$ cat config.mk
export PLATFORM = sky130hd
export DESIGN_NAME = mem_access_stage
export DESIGN_NICKNAME = d
export VERILOG_FILES = /design/src/rtl/mem_access_stage.sv
export SDC_FILE = /design/constraint.sdc
export NUM_CORES = 1
export LEC_CHECK = 0
export ABC_CLOCK_PERIOD_IN_PS = 2000
export BUFFER_PORTS_ARGS = -buffer_cell sky130_fd_sc_hd__buf_2
export CORE_AREA = 2 2 136 138
export DETAILED_ROUTE_END_ITERATION = 7
export DIE_AREA = 0 0 138 140
export PLACE_DENSITY = 0.52
export SLEW_MARGIN = 5
export SYNTH_ARGS = -nofsm -noshare
export SYNTH_HDL_FRONTEND = slang
export SYNTH_SLANG_ARGS = --single-unit
$ cat constraint.sdc
create_clock -name Clk -period 2 [get_ports Clk]
set_input_delay 0.1 -clock Clk [delete_from_list [all_inputs] [get_ports Clk]]
set_output_delay 0.1 -clock Clk [all_outputs]
set_load 0.02 [all_outputs]
$ cat src/rtl/mem_access_stage.sv
`timescale 1ns/1ps
`default_nettype none
// mem_access_stage: MEM pipeline stage with PC select, a data-memory req/ack access with timeout,
// and the MEM/WB register. All state updates on the falling edge of Clk.
module mem_access_stage #(
  parameter int unsigned TIMEOUT = 16,
  parameter int unsigned TO_W    = 5
) (
  input  logic        Clk,
  input  logic        Rst_n,
  input  logic [31:0] M_Jtarg,
  input  logic [31:0] M_Btarg,
  input  logic        M_Zero,
  input  logic        M_Overflow,
  input  logic [31:0] M_ALUout,
  input  logic [31:0] M_busB,
  input  logic [4:0]  M_Rw,
  input  logic        M_Jump,
  input  logic        M_Branch,
  input  logic        M_MemWr,
  input  logic        M_RegWr,
  input  logic        M_MemtoReg,
  output logic [1:0]  PC_sel,
  output logic [31:0] PC_targ,
  output logic        Mem_Stall,
  output logic        dm_req,
  output logic        dm_we,
  output logic [31:0] dm_addr,
  output logic [31:0] dm_wdata,
  input  logic [31:0] dm_rdata,
  input  logic        dm_ack,
  output logic        W_RegWr,
  output logic        W_MemtoReg,
  output logic [4:0]  W_Rw,
  output logic [31:0] W_ALUout,
  output logic [31:0] W_Dout,
  output logic        Bus_Err,
  output logic        Addr_Err
);

  typedef enum logic [0:0] {
    S_IDLE = 1'b0,
    S_WAIT = 1'b1
  } state_e;

  localparam logic [TO_W-1:0] CNT_LAST = TO_W'(TIMEOUT - 1);

  state_e          state_q, state_d;
  logic [TO_W-1:0] cnt_q, cnt_d;
  logic            wb_regwr_q, wb_regwr_d;
  logic            wb_memtoreg_q, wb_memtoreg_d;
  logic [4:0]      wb_rw_q, wb_rw_d;
  logic [31:0]     wb_aluout_q, wb_aluout_d;
  logic [31:0]     wb_dout_q, wb_dout_d;
  logic            bus_err_q, bus_err_d;
  logic            addr_err_q, addr_err_d;

  logic mem_acc, misaligned, mem_op, timeout_hit;
  logic req_c, stall_c;

  assign mem_acc     = M_MemWr | M_MemtoReg;
  assign misaligned  = (M_ALUout[1:0] != 2'b00);
  assign mem_op      = mem_acc & ~M_Overflow & ~misaligned;
  assign timeout_hit = (state_q == S_WAIT) & ~dm_ack & (cnt_q == CNT_LAST);

  always_comb begin
    PC_sel  = 2'b00;
    PC_targ = 32'h0;
    if (M_Jump) begin
      PC_sel  = 2'b10;
      PC_targ = M_Jtarg;
    end else if (M_Branch & M_Zero) begin
      PC_sel  = 2'b01;
      PC_targ = M_Btarg;
    end
  end

  always_comb begin
    state_d       = state_q;
    cnt_d         = cnt_q;
    wb_regwr_d    = wb_regwr_q;
    wb_memtoreg_d = wb_memtoreg_q;
    wb_rw_d       = wb_rw_q;
    wb_aluout_d   = wb_aluout_q;
    wb_dout_d     = wb_dout_q;
    bus_err_d     = bus_err_q;
    addr_err_d    = 1'b0;
    req_c         = 1'b0;
    stall_c       = 1'b0;
    case (state_q)
      S_IDLE: begin
        addr_err_d = misaligned & mem_acc;
        if (mem_op) begin
          state_d    = S_WAIT;
          cnt_d      = '0;
          wb_regwr_d = 1'b0;
          req_c      = 1'b1;
          stall_c    = 1'b1;
        end else begin
          wb_regwr_d    = M_RegWr & ~M_Overflow & ~(misaligned & mem_acc);
          wb_memtoreg_d = M_MemtoReg;
          wb_rw_d       = M_Rw;
          wb_aluout_d   = M_ALUout;
        end
      end
      S_WAIT: begin
        req_c = 1'b1;
        // Stall also releases on the abort cycle so the held instruction retires instead of re-issuing.
        stall_c = ~(dm_ack | timeout_hit);
        if (dm_ack) begin
          state_d       = S_IDLE;
          wb_regwr_d    = M_RegWr;
          wb_memtoreg_d = M_MemtoReg;
          wb_rw_d       = M_Rw;
          wb_aluout_d   = M_ALUout;
          if (M_MemtoReg) begin
            wb_dout_d = dm_rdata;
          end
        end else if (timeout_hit) begin
          state_d    = S_IDLE;
          wb_regwr_d = 1'b0;
          bus_err_d  = 1'b1;
        end else begin
          wb_regwr_d = 1'b0;
          if (cnt_q != CNT_LAST) begin
            cnt_d = cnt_q + TO_W'(1);
          end
        end
      end
      default: state_d = S_IDLE;
    endcase
  end

  // Gated by Rst_n so the handshake is quiet for the whole reset, not just after the state clears.
  assign dm_req    = req_c & Rst_n;
  assign Mem_Stall = stall_c & Rst_n;
  assign dm_we     = req_c & Rst_n & M_MemWr;
  assign dm_addr   = M_ALUout;
  assign dm_wdata  = M_busB;

  always_ff @(negedge Clk or negedge Rst_n) begin
    if (!Rst_n) begin
      state_q       <= S_IDLE;
      cnt_q         <= '0;
      wb_regwr_q    <= 1'b0;
      wb_memtoreg_q <= 1'b0;
      wb_rw_q       <= 5'd0;
      wb_aluout_q   <= 32'h0;
      wb_dout_q     <= 32'h0;
      bus_err_q     <= 1'b0;
      addr_err_q    <= 1'b0;
    end else begin
      state_q       <= state_d;
      cnt_q         <= cnt_d;
      wb_regwr_q    <= wb_regwr_d;
      wb_memtoreg_q <= wb_memtoreg_d;
      wb_rw_q       <= wb_rw_d;
      wb_aluout_q   <= wb_aluout_d;
      wb_dout_q     <= wb_dout_d;
      bus_err_q     <= bus_err_d;
      addr_err_q    <= addr_err_d;
    end
  end

  assign W_RegWr    = wb_regwr_q;
  assign W_MemtoReg = wb_memtoreg_q;
  assign W_Rw       = wb_rw_q;
  assign W_ALUout   = wb_aluout_q;
  assign W_Dout     = wb_dout_q;
  assign Bus_Err    = bus_err_q;
  assign Addr_Err   = addr_err_q;

endmodule
`default_nettype wire

==> implementation parameters, run 1 <==
Parameter                              Value

Outcome
  Result of the run ... complete, but fails checks
  Violated checks ... negative setup slack

Power
  Leak Pwr ... ~3.4 nW
  Maximum ir drop on the vdd rail ... 0.683 mV
  Post-layout total power ... about 0.0081 W
  Power density over the cells ... ~1200 nW/µm²

Setup path
  Largest fanout on the critical path ... 2
  Endpoint type of the worst setup path ... primary output
  Worst endpoint required time ... between 1500 and 2000 ps
  Buffers plus inverters on the worst setup path ... 1
  Critical path cell sequence ... ha_2 > and3_4 > ha_4 > nor2_4 > nor2_2 > nor3b_2 > buf_4
  Largest delay contributor family on the critical path ... simple AND/OR/NAND/NOR gates
  Critical Path Max Stage Delay ... ~350 ps
  Critical path start-end classification ... reg -> out
  Sort of element at the start of the critical path ... register
  Critical-path cell with the highest stage delay ... dfrtn_1
  Arrival time of data at the critical path endpoint ... roughly 2700 ps

Clocking
  Clk pin slew, worst setup/hold paths ... approximately 40 ps
  Clock buffers created by TritonCTS ... 9
  Worst-case clock buffer depth ... 2
  Post-CTS Hold Fix Bufs ... 0
  Clock tree from TritonCTS ... done
  H-tree lvl count ... 3
  Clk root buf ... clkbuf_16
  Clk_lat worst skew ... around 340 ps
  Number of sinks handled by clock tree synthesis ... just under 80

Routing
  Final wirelength ... approximately 13 mm
  Drt pass-1 iters ... 4
  Via/cell ratio ... 4.19
  Detail-routed net length per standard cell ... roughly 15 µm
  Drt drc ... 0
  Number of vias after detailed routing ... around 3400
  Initial detailed-routing violation count ... just under 50
  Detail Route Antenna Nets ... 0

Place
  Hpwl dp ... around 9.3 mm
  Setup slack at placement ... -659 ps
  Last weighted congestion value of the routability-driven placer ... 0.789
  Quantity of I/O buffers inserted on ports ... between 200 and 300

Synth
  Number of instances in the synthesized netlist ... approximately 300
  Mapped Nets ... between 400 and 500
  Warnings, synthesis ... 0
  Number of synthesized register bits ... 79
  Count of cell types in the netlist ... 31
  Most used DFF post-synth ... dfrtn_1
  Number of synthesized flops with an enable pin ... 0
  Syn avg cell area ... about 13 µm²
  Netlist area before placement ... around 3900 µm²
  Sequential share of the synthesized area ... 50.8%
  Post-synth ARST share ... 100%

Timing
  RSZ-0062 raised after global routing ... yes
  Setup clock skew after layout ... just under 9 ps
  Final-report setup violation count ... 60
  Actual slew at the worst max-slew pin ... about 420 ps
  Number of pins exceeding their max-slew limit in the final report ... 0
  Hold violation total from the final report ... 0
  Final worst slack ... -763 ps
  Rel. slew slack ... 71.8%

Floorplan
  Top-Level Pins ... about 350
  Die extent in y ... between 100 and 150 µm
  Placeable core region ... between 15000 and 20000 µm²
  Die area ... about 19000 µm²
  Die boundary width ... roughly 140 µm
  Placement Rows ... just under 50
  Initial Utilization ... 21.9%

Final layout
  Layout area overhead ... 69.7%
  Net total in the final layout ... about 770
  Fraction of final layout cells sized beyond drive strength 1 ... between 70% and 80%
  Fill cell instance count of the final layout ... roughly 1800
  Diodes inserted ... 0

Global route
  First-pass GRT wire length ... ~19 mm
  Maximum number of pins on one net before global-route repair ... between 80 and 90
  Global-route usage over all layers ... between 10% and 20%
  Number of antenna violations at the first check in global routing ... 1
  Congestion Overflow GR ... 0
  Via count of the first global-routing pass ... between 3000 and 4000

Run
  Count of max-cap constraint violations ... 0

Worst hold path
  HP Class ... in -> out
## final cells by class
class | instances | area [µm²] | share of cell area [%]
tap | 229 | 287 | 4.34
inverter | 3 | 13.8 | 0.208
clock buffer | 9 | 225 | 3.41
timing repair buffer | 353 | 2510 | 38.1
multi-input combinational | 143 | 1540 | 23.4
sequential | 79 | 1980 | 29.9
clock inverter | 6 | 46.3 | 0.701
## timing repair
action / in CTS / in global routing
cloned: 4 / 0
buffers inserted: 27 / 21
pin swaps: 6 / 6
endpoints found under the setup margin: 114 / 116
hold endpoints to repair: 0 / 0
gates resized for setup: 148 / 29
## registers in the layout (all words and copies together), names as in the netlist
register / count
cnt_q: 5
state_q: 1
Addr_Err: 1
W_Dout: 32
W_ALUout: 32
W_MemtoReg: 1
Bus_Err: 1
W_Rw: 5
W_RegWr: 1
## where the power goes
group          total, W  switching (W)  internal [W]  leakage, nW
combinational   0.00403        0.00174       0.00228         2.30
clock           0.00150       0.000663      0.000841        0.128
sequential      0.00261       0.000397       0.00221        0.943
total           0.00814        0.00280       0.00533         3.37
## worst paths after layout
path	slack, ps	to	depth (start not counted)	start
setup reg to reg	140	cnt_q[0]$_DFFE_NN0P_	8	cnt_q[1]$_DFFE_NN0P_
hold / removal	200	dm_wdata[28]	0	M_busB[28]
min in group asynchronous	670	W_ALUout[24]$_DFFE_NN0P_	2	Rst_n
hold reg to reg	450	Bus_Err$_DFFE_NN0P_	1	Bus_Err$_DFFE_NN0P_
max in group asynchronous	970	W_Dout[25]$_DFFE_NN0P_	2	Rst_n
setup / recovery	-760	Mem_Stall	7	cnt_q[1]$_DFFE_NN0P_
## synthesized netlist by cell type (2+ instances only)
cell       n  share of area, %
nand3_1    2              0.26
nor3b_1    2              0.39
o21ai_0    3              0.39
nor2_1     8              0.77
buf_2      4              0.51
buf_6      2              0.58
nor3_1     3              0.39
a21oi_1    3              0.39
nand2_1    3              0.29
dfrtn_1   79                51
clkbuf_1   8              0.77
buf_4     67                13
mux2_1     7               2.0
ha_1       2              0.64
nor2b_1    2              0.32
a22o_1    34               7.7
inv_1      3              0.29
mux2_2    61                18
## metrics by stage
stage	setup TNS [ps]	utilization [%]	hold WS (ps)	cell area, µm²	cells
floorplan	-17580	-	313	4090	306
global placement	-30860	30.5	200	5420	761
detailed placement	-32510	30.5	200	5420	761
CTS	-14780	36.4	200	6480	807
global route	-12980	37.1	200	6610	822
finish	-10980	37.1	200	6610	822
## cell families after synthesis
family / after synthesis / share of synthesized area, %
buffers and inverters: 84 / 15.1
DFF: 79 / 50.8
muxes: 68 / 19.7
AOI/OAI and AO/OA: 46 / 9.93
and+or+nand+nor: 26 / 3.66
adders and majority gates: 2 / 0.643
xor gates and xnor gates: 1 / 0.225
## cell usage in the layout, fill, tap and decap left out, drive strengths merged, types with 2 or more instances in the layout
cell        n
buf       353
nor3        3
nor2        8
a22o       34
o31ai       2
a21oi       3
inv         5
dfrtn      79
nand2       3
mux2       68
clkbuf      9
nand3       2
ha          2
nor3b       2
o21ai       3
nor2b       2
clkinvlp    2
clkinv      2
## per-layer routing
layer	GRT usage (%)	part of all wire [%]	vias up
li1	-	-	1587
met1	13.1	37	1619
met2	23.9	54	225
met3	3.76	7.9	15
met4	4.67	1.9	2
met5	0	0.10	-
Power figures use the tool's default switching activity.
==> inputs of run 2 (changes only) <==
PLACE_DENSITY = not set   (was 0.52)
PLACE_DENSITY_LB_ADDON = 0.1   (was not set)
==> implementation parameters, run 2 (same netlist as run 1, synthesis figures left out) <==
Parameter                              Value

Clocking
  Clk root buf ... clkbuf_16
  Post-CTS Hold Fix Bufs ... 0
  Number of sinks handled by clock tree synthesis ... 79
  H-tree lvl count ... 3
  Clk pin slew, worst setup/hold paths ... roughly 50 ps
  Clock buffers created by TritonCTS ... 9
  Clk_lat worst skew ... 340 ps
  Worst-case clock buffer depth ... 2
  Clock tree from TritonCTS ... done

Setup path
  Reg-to-reg setup timing slack ... 150 ps
  Launch point of the worst reg-to-reg path ... state_q$_DFF_NN0_
  Endpoint of the worst register-to-register path ... W_ALUout[15]$_DFFE_NN0P_
  Arrival time of data at the critical path endpoint ... 2670 ps
  Register-to-Register Path Depth ... 7
  Critical path start-end classification ... reg -> out
  Endpoint type of the worst setup path ... primary output
  Worst endpoint required time ... ~1900 ps
  Largest fanout on the critical path ... 2
  Sort of element at the start of the critical path ... register

Floorplan
  Die boundary width ... about 140 µm
  Placeable core region ... roughly 18000 µm²
  Die area ... 19300 µm²
  Top-Level Pins ... approximately 350
  Placement Rows ... 49
  Die extent in y ... 140 µm
  Initial Utilization ... ~22%

Place
  Last weighted congestion value of the routability-driven placer ... roughly 0.76
  Setup slack at placement ... -663 ps
  Hpwl dp ... approximately 9 mm
  Quantity of I/O buffers inserted on ports ... between 200 and 300

Power
  Switch share ... about a third
  Switch Pwr ... ~0.0028 W
  Sequential power share ... between 30% and 40%
  Clock group share of total power ... a little under a fifth
  Internal Dissipation ... about 0.0055 W
  Combinational share of power ... 50.5%
  Power density over the cells ... 1240 nW/µm²
  Maximum ir drop on the vdd rail ... roughly 0.63 mV
  Leak Pwr ... between 3 and 4 nW

Global route
  Global-route usage over all layers ... between 10% and 20%
  First-pass GRT wire length ... a little under 20 mm
  Congestion Overflow GR ... 0
  Number of antenna violations at the first check in global routing ... 1
  Via count of the first global-routing pass ... about 3400
  Maximum number of pins on one net before global-route repair ... 40

Timing
  Setup clock skew after layout ... 6.39 ps
  Hold violation total from the final report ... 0
  Hold slack final ... 200 ps
  Number of pins exceeding their max-slew limit in the final report ... 0
  Final-report setup violation count ... 53
  Rel. slew slack ... 77.3%
  RSZ-0062 raised after global routing ... yes
  Sum of negative setup slack ... -13310 ps
  Actual slew at the worst max-slew pin ... 340 ps
  Final worst slack ... -766 ps

Routing
  Via/cell ratio ... roughly 4
  Initial detailed-routing violation count ... 83
  Final wirelength ... 12.9 mm
  Detail Route Antenna Nets ... 0
  Number of vias after detailed routing ... about 3400
  Detail-routed net length per standard cell ... 15.7 µm
  Drt pass-1 iters ... 4
  Drt drc ... 0

Outcome
  Violated checks ... negative setup slack
  Result of the run ... complete, but fails checks

Worst hold path
  HP Class ... in -> out
  Hold depth ... 0
  Sink of the worst hold path ... dm_wdata[14]
  Worst Hold Launch ... M_busB[14]

Final layout
  Commonest non-fill, non-tap cells in the layout ... 205 x buf_2, 81 x buf_6, 79 x dfrtn_1
  Fraction of final layout cells sized beyond drive strength 1 ... roughly three quarters
  Net total in the final layout ... between 700 and 800
  Layout area overhead ... 72.7%
  Most common cell after layout, fill and taps aside ... buf_2

Run
  Count of max-cap constraint violations ... 0
## run 2: cell types whose count changed in the layout (fill, tap and decap cells not counted), sizes merged
| cell | change |
|---|---|
| clkinv | +2 |
| clkbuf | +1 |
| clkinvlp | -1 |
| diode | +1 |
| inv | -1 |
| buf | -1 |
## run 2: layout make-up
class	instances	area (µm²)
Antenna cell	1	2.50
Timing Repair Buffer	352	2630
Sequential cell	79	1980
Clock inverter	6	46.3
Fill cell	1775	11100
Tap cell	229	287
Multi-Input combinational cell	143	1540
Inverter	3	13.8
Clock buffer	10	229
## run 2: worst max-delay path by stage
stage | cells after the start | startpoint | to | slack, ps
final | 7 | cnt_q[0]$_DFFE_NN0P_ | Mem_Stall | -770
after global routing | 7 | cnt_q[0]$_DFFE_NN0P_ | Mem_Stall | -840
after CTS | 7 | cnt_q[0]$_DFFE_NN0P_ | Mem_Stall | -780
after detailed placement | 5 | M_Overflow | W_ALUout[28]$_DFFE_NN0P_ | -660
after global placement | 5 | M_Overflow | W_ALUout[28]$_DFFE_NN0P_ | -640
after floorplan | 7 | cnt_q[0]$_DFFE_NN0P_ | Mem_Stall | -580
## run 2: power groups by stage
stage	Sequential, W	Combinational [W]	Clock, W
after global placement	0.00249	0.00295	0
final	0.00259	0.00420	0.00153
after global routing	0.00266	0.00443	0.00169
after detailed placement	0.00249	0.00299	0
after floorplan	0.00314	0.00136	0
after CTS	0.00257	0.00405	0.00161
## run 2: per-layer routing
layer	up-vias	wire (µm)	part of all wire (%)	global-route usage (%)
met5	-	0	0	0
met4	0	284	2.2	5.59
met3	36	772	6.0	3.52
met2	132	6500	50	20.7
met1	1616	5330	41	15.7
li1	1588	-	-	-
## run 2: through the flow
| step | cell area [µm²] | cells | total power (W) | util, % |
|---|---|---|---|---|
| 2_1_floorplan | 4090 | 306 | 0.00450 | - |
| 3_3_place_gp | 5440 | 762 | 0.00544 | 30.6 |
| 3_5_place_dp | 5440 | 762 | 0.00548 | 30.6 |
| 4_1_cts | 6530 | 805 | 0.00823 | 36.7 |
| 5_1_grt | 6720 | 822 | 0.00878 | 37.8 |
| 6_report | 6720 | 823 | 0.00832 | 37.8 |
## run 2: worst max-delay path, stage by stage (launching register included)
cell and delay, ps:
dfrtn_1 340, ha_2 190, and3_4 150, ha_4 160, nor2_4 100, nor2_2 50
nor3b_2 160, buf_4 160
## run 2: timing repair
action	4_1_cts	5_1_grt
setup buffers	22	17
pin swaps	7	3
endpoints found under the hold margin	0	0
endpoints found under the setup margin	113	116
gates cloned	5	0
gates resized for setup	158	12
==> inputs of run 3 (changes only) <==
BUFFER_PORTS_ARGS = -buffer_cell sky130_fd_sc_hd__clkbuf_2   (was -buffer_cell sky130_fd_sc_hd__buf_2)
==> implementation parameters, run 3 (same netlist as run 1, synthesis figures left out) <==
Parameter                              Value

Routing
  Detail Route Antenna Nets ... 0
  Via/cell ratio ... 4.10
  Initial detailed-routing violation count ... slightly above 70
  Detail-routed net length per standard cell ... around 16 µm
  Drt drc ... 0
  Final wirelength ... 12.8 mm
  Number of vias after detailed routing ... approximately 3400
  Drt pass-1 iters ... 4

Timing
  Hold slack final ... approximately 200 ps
  RSZ-0062 raised after global routing ... yes
  Sum of negative setup slack ... -13030 ps
  Number of pins exceeding their max-slew limit in the final report ... 0
  Setup clock skew after layout ... about 5 ps
  Actual slew at the worst max-slew pin ... 377 ps
  Final worst slack ... -733 ps
  Hold violation total from the final report ... 0
  Rel. slew slack ... ~75%
  Final-report setup violation count ... 96

Power
  Leak Pwr ... 3.51 nW
  Maximum ir drop on the vdd rail ... ~0.77 mV
  Power density over the cells ... about 1200 nW/µm²

Floorplan
  Initial Utilization ... between 20 and 25%
  Placeable core region ... 17800 µm²
  Top-Level Pins ... about 350
  Die extent in y ... 140 µm
  Placement Rows ... between 40 and 50
  Die boundary width ... approximately 140 µm
  Die area ... 19300 µm²

Global route
  Via count of the first global-routing pass ... between 3000 and 4000
  First-pass GRT wire length ... 19.5 mm
  Number of antenna violations at the first check in global routing ... 0
  Congestion Overflow GR ... 0
  Global-route usage over all layers ... between 10% and 20%
  Maximum number of pins on one net before global-route repair ... 34

Worst hold path
  Sink of the worst hold path ... dm_wdata[14]
  Hold depth ... 0
  Worst Hold Launch ... M_busB[14]
  HP Class ... in -> out

Setup path
  Sort of element at the start of the critical path ... register
  Worst setup path startpoint ... cnt_q[0]$_DFFE_NN0P_
  Endpoint type of the worst setup path ... primary output
  Largest fanout on the critical path ... 2
  Endpoint of the worst register-to-register path ... W_ALUout[31]$_DFFE_NN0P_
  Reg-to-reg setup timing slack ... 280 ps
  Arrival time of data at the critical path endpoint ... 2630 ps
  Register-to-Register Path Depth ... 7
  Critical path start-end classification ... reg -> out
  Worst endpoint required time ... around 1900 ps
  Launch point of the worst reg-to-reg path ... state_q$_DFF_NN0_

Clocking
  Post-CTS Hold Fix Bufs ... 0
  Clock tree from TritonCTS ... done
  Clk pin slew, worst setup/hold paths ... approximately 50 ps
  H-tree lvl count ... 3
  Clk_lat worst skew ... about 340 ps
  Worst-case clock buffer depth ... 2
  Number of sinks handled by clock tree synthesis ... 79
  Clock buffers created by TritonCTS ... 9
  Clk root buf ... clkbuf_16

Place
  Cell total after placement ... between 700 and 800
  Last weighted congestion value of the routability-driven placer ... between 0.7 and 0.8
  Quantity of I/O buffers inserted on ports ... approximately 280
  Hpwl dp ... 9.33 mm

Final layout
  Commonest non-fill, non-tap cells in the layout ... 206 x clkbuf_2, 79 x dfrtn_1, 71 x clkbuf_8
  Fraction of final layout cells sized beyond drive strength 1 ... about 76%
  Most common cell after layout, fill and taps aside ... clkbuf_2
  Diodes inserted ... 0
  Layout area overhead ... 77.0%
  Post-Layout Cell Count ... between 800 and 900
  Post-Route Utilization ... about two fifths
  Net total in the final layout ... between 700 and 800

Run
  Count of max-cap constraint violations ... 0

Outcome
  Result of the run ... complete, but fails checks
  Violated checks ... negative setup slack
-- run 3: worst max-delay path: stages (launching register included) --
cell and delay, ps:
dfrtn_1 350, ha_2 190, and3_4 150, ha_4 160, nor2_4 100, nor2_4 50, nor3b_2 140, buf_4 160
-- run 3: layout make-up --
type | count | area [µm²]
clock inverter | 5 | 57.6
sequential | 79 | 1980
tap | 229 | 287
timing repair buffer | 348 | 2780
clock buffer | 11 | 243
fill | 1715 | 10900
inverter | 3 | 13.8
multi-input combinational | 143 | 1540
-- run 3: what timing repair did --
action,4_1_cts,5_1_grt
setup buffers,19,14
gates resized for setup,172,8
pin swaps,6,1
setup endpoints to repair,115,115
hold endpoints to repair,0,0
cloned,5,0
-- run 3: where the power goes --
part / leakage [nW] / switching (W) / internal [W]
registers: 0.943 / 0.000355 / 0.00221
logic: 2.42 / 0.00177 / 0.00252
clock network: 0.149 / 0.000660 / 0.00100
total: 3.51 / 0.00278 / 0.00573
-- run 3: worst max-delay path by stage --
stage | end | cells after the start
floorplan | Mem_Stall | 7
global placement | W_ALUout[28]$_DFFE_NN0P_ | 5
detailed placement | W_ALUout[28]$_DFFE_NN0P_ | 5
CTS | Mem_Stall | 7
global route | Mem_Stall | 7
finish | Mem_Stall | 7
-- run 3: metrics by stage --
| step | total power (W) | setup slack [ps] | cell area [µm²] |
|---|---|---|---|
| detailed placement | 0.00548 | -671 | 5450 |
| CTS | 0.00847 | -802 | 6770 |
| global placement | 0.00545 | -639 | 5450 |
| global route | 0.00897 | -801 | 6890 |
| floorplan | 0.00450 | -584 | 4090 |
| finish | 0.00852 | -733 | 6890 |
-- run 3: layer usage --
layer	part of all wire (%)	GRT usage (%)	vias to the layer above
li1	-	-	1587
met1	40	15.2	1586
met2	50	21.1	142
met3	6.8	3.97	39
met4	2.5	5.21	0
met5	0	0	-
